File: config.mk
export PLATFORM = sky130hd
export DESIGN_NAME = fetch_unit
export DESIGN_NICKNAME = d
export VERILOG_FILES = /design/src/rtl/fetch_unit.sv
export SDC_FILE = /design/constraint.sdc
export NUM_CORES = 1
export LEC_CHECK = 0
export BUFFER_PORTS_ARGS = -buffer_cell sky130_fd_sc_hd__clkbuf_2
export CORE_MARGIN = 2
export CORE_UTILIZATION = 45
export CTS_BUF_LIST = sky130_fd_sc_hd__clkbuf_4 sky130_fd_sc_hd__clkbuf_8
export CTS_CLUSTER_SIZE = 30
export DETAILED_ROUTE_END_ITERATION = 8
export PLACE_DENSITY = 0.91
export SLEW_MARGIN = 25
export SYNTH_ARGS = -nofsm -noshare
export SYNTH_HDL_FRONTEND = slang
export SYNTH_SLANG_ARGS = --single-unit
File: constraint.sdc
create_clock -name clk -period 2.26 [get_ports clk]
set_input_delay 0.339 -clock clk [delete_from_list [all_inputs] [get_ports clk]]
set_output_delay 0.339 -clock clk [all_outputs]
set_load 0.01 [all_outputs]
File: src/rtl/fetch_unit.sv
// fetch_unit: RV32I instruction-fetch stage. Holds the PC, issues one
// request per instruction to a variable-latency imem and holds the word.
// Ports:
//   clk, reset          core clock, synchronous active-high reset
//   imem_req/imem_addr  one-cycle fetch request and word address (= PC)
//   imem_rvalid/rdata   response, sampled only while waiting
//   advance             held instruction executed; commit next PC
//   PCSrc/PCTarget      next-PC select and target from datapath
//   instr_valid/Instr   held instruction and its valid flag
//   op                  Instr[6:0] to the main decoder
//   PC/PCPlus4          held instruction address and PC + 4
//   fault               sticky misaligned-fetch fault
//   retire_count        accepted advances, wraps at 2^32
module fetch_unit #(
  parameter logic [31:0] RESET_PC = 32'h0000_0000
) (
  input  logic        clk,
  input  logic        reset,
  output logic        imem_req,
  output logic [31:0] imem_addr,
  input  logic        imem_rvalid,
  input  logic [31:0] imem_rdata,
  input  logic        advance,
  input  logic [1:0]  PCSrc,
  input  logic [31:0] PCTarget,
  output logic        instr_valid,
  output logic [31:0] Instr,
  output logic [6:0]  op,
  output logic [31:0] PC,
  output logic [31:0] PCPlus4,
  output logic        fault,
  output logic [31:0] retire_count
);

  localparam logic [31:0] NOP = 32'h0000_0013;

  typedef enum logic [1:0] {
    S_REQ   = 2'd0,
    S_WAIT  = 2'd1,
    S_HOLD  = 2'd2,
    S_FAULT = 2'd3
  } state_t;

  state_t      state_q;
  logic        req_q;
  logic [31:0] pc_q;
  logic [31:0] instr_q;
  logic        valid_q;
  logic        fault_q;
  logic [31:0] retire_q;

  logic [31:0] pc_plus4;
  logic [31:0] next_pc_d;
  logic [31:0] retire_d;
  logic        next_ok;

  assign pc_plus4 = pc_q + 32'd4;
  assign retire_d = retire_q + 32'd1;

  always_comb begin
    next_pc_d = pc_plus4;
    unique case (PCSrc)
      2'b01:   next_pc_d = PCTarget;
      2'b10:   next_pc_d = {PCTarget[31:1], 1'b0};
      default: next_pc_d = pc_plus4;
    endcase
  end

  assign next_ok = (next_pc_d[1:0] == 2'b00);

  // REQ with req_q low is the post-reset slot: it raises the request
  // one cycle after reset drops, so imem_req stays low during reset.
  always_ff @(posedge clk) begin
    if (reset) begin
      state_q  <= S_REQ;
      req_q    <= 1'b0;
      pc_q     <= RESET_PC;
      instr_q  <= NOP;
      valid_q  <= 1'b0;
      fault_q  <= 1'b0;
      retire_q <= 32'd0;
    end else begin
      unique case (state_q)
        S_REQ: begin
          if (req_q) begin
            req_q   <= 1'b0;
            state_q <= S_WAIT;
          end else begin
            req_q   <= 1'b1;
          end
        end
        S_WAIT: begin
          if (imem_rvalid) begin
            instr_q <= imem_rdata;
            valid_q <= 1'b1;
            state_q <= S_HOLD;
          end
        end
        S_HOLD: begin
          if (advance) begin
            retire_q <= retire_d;
            valid_q  <= 1'b0;
            if (next_ok) begin
              pc_q    <= next_pc_d;
              req_q   <= 1'b1;
              state_q <= S_REQ;
            end else begin
              fault_q <= 1'b1;
              state_q <= S_FAULT;
            end
          end
        end
        S_FAULT: begin
          req_q   <= 1'b0;
          valid_q <= 1'b0;
        end
        default: state_q <= S_FAULT;
      endcase
    end
  end

  assign imem_req     = req_q;
  assign imem_addr    = pc_q;
  assign instr_valid  = valid_q;
  assign Instr        = instr_q;
  assign op           = instr_q[6:0];
  assign PC           = pc_q;
  assign PCPlus4      = pc_plus4;
  assign fault        = fault_q;
  assign retire_count = retire_q;

endmodule

After elaboration in Yosys (flattened, before gate mapping). Index checks and enable logic that the tools add are counted.

Flip-flop bits (word level): 101. Logic and storage cells: 44.

Eq/ne operators: 9. Reductions and logical operators: 12. Bitwise operators: 1. $add $sub $neg: 2. Muxes and demuxes: 13.

Operators with widths (count): 32-bit one-hot mux with 2 select lines (1); 32-bit by 1-bit adder with 32-bit output, second input constant (1); 32-bit by 3-bit adder with 32-bit output, second input constant (1); 3-bit AND reduction (4); 3-bit nonzero test (3); 2-bit 2-to-1 mux (4); 2-bit != test, second input constant (4); 2-bit == test, second input constant (3); 1-bit one-hot mux with 3 select lines (2); 2-bit one-hot mux with 3 select lines (1); 1-bit 2-to-1 mux (5); 2-bit by 1-bit == test with 1-bit output, second input constant (2); 2-bit zero test (2); 2-bit AND reduction (2); 4-bit AND reduction (1); 1-bit inverter (1).

Longest topological paths before layout.
Depth after elaboration: 6. Gate-level depth with buffers: 10. Gate-level depth less buffers: 7.

Worst setup path after synthesis. OpenSTA, ideal clock, no wires.

Path type: register -> output. From: reg pc_q[3], in the netlist PC[3]. To: out PCPlus4[24]. Required time: 1.921 ns. Setup slack: -0.040 ns. Buffers on the path: 0. Arrival: 1.961 ns. Stages on the path, launching flop included: 6. Path through: dfxtp_1 -> ha_1 -> nand4_2 -> nor4_2 -> a31oi_1 -> or2_2.

Cells in the longest elaborated chain, start to end: 1.

RTL lines: from (decl) (line 46) `logic [31:0] pc_q;`; from (signal assigned) (line 104) `pc_q <= next_pc_d;`; 32-bit by 3-bit adder with 32-bit output (line 57) `assign pc_plus4 = pc_q + 32'd4;`; to (decl) (line 30) `output logic [31:0] PCPlus4,`.

Every way passes these cells.

Worst setup path after layout.
From: reg pc_q[16], in the netlist PC[16]. To: out PCPlus4[24].

Same word-level chain as after synthesis.

==> results.md <==
* Row count at 40
* RSZ-0062 raised after global routing: true
* Metal2 WL at 9140 um
* Final Max Tran Viols at 0
* Dpl cells at 1025
* Adder-cell share of the synthesized area at 2.52%
* Worst slew pin tran at 493 ps
* Fill count at 950
* DR DRC count at 0
* Clk sinks at 101
* Routed WL at 17800 um
* Syn_area_per_cell at 8.05 um^2
* Crit-path leading delay family: simple AND/OR/NAND/NOR gates
* Chip height at 114 um
* Largest family of logic cells by synthesized area: simple AND/OR/NAND/NOR gates
* Min Tclk post-route at 2440 ps
* H-Tree Depth at 3
* Max rail drop VDD at 0.546 mV
* Hold Path Class: in2reg
* Iteration count of the initial detailed-routing pass at 7
* Final hold violation count at 0
* EDFF count, synth at 0
* Final WS setup at -182 ps
* Final period utilization at 108%
* Synthesized instance count at 678
* Worst path cell trace: nand4_1 -> buf_4 -> nor4_4 -> buf_6 -> a31oi_1 -> or2_4 -> clkbuf_2
* Worst Setup End Kind: output port
* Worst-case clock buffer depth at 2
* Placed cell area at 0.00674 mm^2
* PwrDens at 543 mW/mm^2
* Dpl ws at 109 ps
* DP HPWL at 11700 um
* Post-CTS Hold Buffers at 0
* CP max stage delay at 370 ps
* N_diodes at 0
* Synth Warn # at 0
* Setup violations, final at 15
* Synth Area in Simple Gates at 26.6%
* First-pass GRT wire length at 27300 um
* Status: finished, violations left
* CP Launch Type: flop
* Iter 0 DRT Violations at 691
* Syn nets at 759
* CTS tree: built
* Clock Latency Late Sink at 380 ps
* Area grow syn2layout at 36.5%
* Xor/xnor cell area share of the yosys netlist at 9.31%
* WP buf/inv at 3
* Skew final at 8.67 ps
* CTS Buf Count at 9
* Mux cell area share after synthesis at 0.367%
* Syn Std Cell Area at 0.00546 mm^2
* Worst-path maximum fanout at 7
* Largest net degree at the start of global routing at 38
* Pleak at 3.44 nW
* Initial antenna violation count at 0
* Met3 Wirelength at 1430 um
* GRT Util Overall at 26.3%
* Max Fclk at 409 MHz
* Seq cells post-synth at 101
* Die width at 114 um
* Congestion Overflow GR at 0
* NumNets Final at 998
* Layout cells sized above 1 at 42.3%
* DIE AREA at 0.0130 mm^2
* Post-synthesis sequential area ratio at 37.1%
* WL met1 at 6750 um
* GP Congestion at 0.859
* Reg clk slew, reported paths at 100 ps
* Root cell of the clock tree: clkbuf_8
* Slowest CP cell: dfxtp_2
* Initial Util at 45.8%
* Total number of vias at 6023
* Port bufs at 239
* Core area at 0.0119 mm^2
* WP data required at 1920 ps
* I/O pin count at 240
* Routed Antenna Nets at 0
* Max-cap violation count at 0
* Number of global-route vias before repair at 5549
* Non-filler instance count after layout at 1069
* Uppermost routed layer: met4
* Post-DR vias/cell at 5.63
* Failing checks: negative setup slack
* Arr. time, crit path at 2100 ps
* Final Instance Area at 0.00745 mm^2
* Synth Area in Compound Gates at 14.2%
* Synth Flop Type: dfxtp_1
* Rel. slew slack at 66.8%
* Asr flop ratio synth at 0%
* PnR Total Power at 0.00404 W
* Post-synthesis cell type count at 60
* Per-cell routed wire length at 16.7 um
* Critical setup path kind: reg2out
-- metrics by stage --
step / setup TNS [ps] / utilization [%] / hold WS (ps)
2_1_floorplan: 0 / - / 463
6_report: -1600 / 62.5 / 165
3_5_place_dp: 0 / 56.6 / 445
4_1_cts: -518 / 60.5 / 136
5_1_grt: -2790 / 62.5 / 139
3_3_place_gp: 0 / 56.6 / 441
-- cells by family after synthesis --
kind of cell,after synthesis
and+or+nand+nor,292
AOI/OAI and AO/OA,113
buffers and inverters,101
DFF,101
xor gates and xnor gates,58
adders and majority gates,11
muxes,2
-- layout make-up --
cell class,count,area [um^2],area share (%)
Clock buffer,10,131,1.76
Clock inverter,6,46.3,0.622
Inverter,17,63.8,0.857
Multi-Input combinational cell,477,3160,42.4
Sequential cell,101,2050,27.5
Tap cell,147,184,2.47
Timing Repair Buffer,311,1810,24.3
-- power by group --
| part | total, W | switching (W) | leakage (nW) | internal (W) |
|---|---|---|---|---|
| sequential | 0.00201 | 0.000103 | 0.826 | 0.00190 |
| combinational | 0.000960 | 0.000564 | 2.52 | 0.000396 |
| clock | 0.00108 | 0.000653 | 0.0924 | 0.000425 |
-- layer usage --
layer,up-vias,GRT usage (%)
met5,-,0
met4,0,13.0
met3,57,6.41
met2,337,46.2
met1,2823,29.7
li1,2806,-
-- worst register-to-register path: cells and delay by family, from the launching register on --
family | cells | cell delay, ps
flops | 1 | 380
compound gates | 2 | 240
buf+inv | 2 | 250
fa+ha+maj | 1 | 150
simple gates | 3 | 1180
-- registers in the layout, indices dropped and copies added, names as in the netlist --
| name | cells |
|---|---|
| PC | 32 |
| Instr | 32 |
| imem_req | 1 |
| state_q | 2 |
| retire_count | 32 |
| fault | 1 |
| instr_valid | 1 |
-- synth_stat cells (7+ instances only) --
| cell type | count | share of area, % |
|---|---|---|
| ha_1 | 11 | 2.5 |
| nand3_1 | 42 | 3.9 |
| a21oi_1 | 42 | 3.9 |
| nor3_1 | 11 | 1.0 |
| inv_1 | 16 | 1.1 |
| a21o_1 | 7 | 0.96 |
| xnor2_1 | 30 | 4.8 |
| a221oi_1 | 10 | 1.6 |
| and3_1 | 16 | 1.8 |
| nand4_1 | 27 | 3.1 |
| o21ai_0 | 9 | 0.83 |
| xor2_1 | 28 | 4.5 |
| clkbuf_1 | 33 | 2.3 |
| buf_4 | 41 | 5.6 |
| dfxtp_1 | 101 | 37 |
| o31ai_1 | 7 | 0.96 |
| nand2_1 | 95 | 6.5 |
| nor2_1 | 63 | 4.3 |
-- repair_timing --
action / CTS / global route
setup buffers: 15 / 14
pin swaps: 15 / 21
resized for setup: 42 / 49
hold endpoints to repair: 0 / 0
setup endpoints to repair: 19 / 26
gates cloned: 1 / 0
-- cells in the final DEF (no fill, tap or decap), types with 11 or more instances in the layout --
cell type and n:
nand2_1 94, dfxtp_1 86, buf_6 13, dfxtp_2 11
a21oi_1 41, nand4_1 27, clkbuf_2 223, xor2_1 27
nor2_1 60, inv_1 16, buf_4 58, buf_2 15
nor3_1 11, nand3_1 37, and3_1 16, xnor2_2 12
xnor2_1 18
-- path summary, 6_finish.rpt --
check        cells past startpoint     startpoint          end  slack (ps)
max reg2reg                      8          PC[2]       PC[22]          10
min                              3  imem_rdata[0]     Instr[0]         170
max                              7         PC[16]  PCPlus4[24]        -180
min reg2reg                      2      Instr[16]    Instr[16]         460
(Power assumes the default switching activity.)
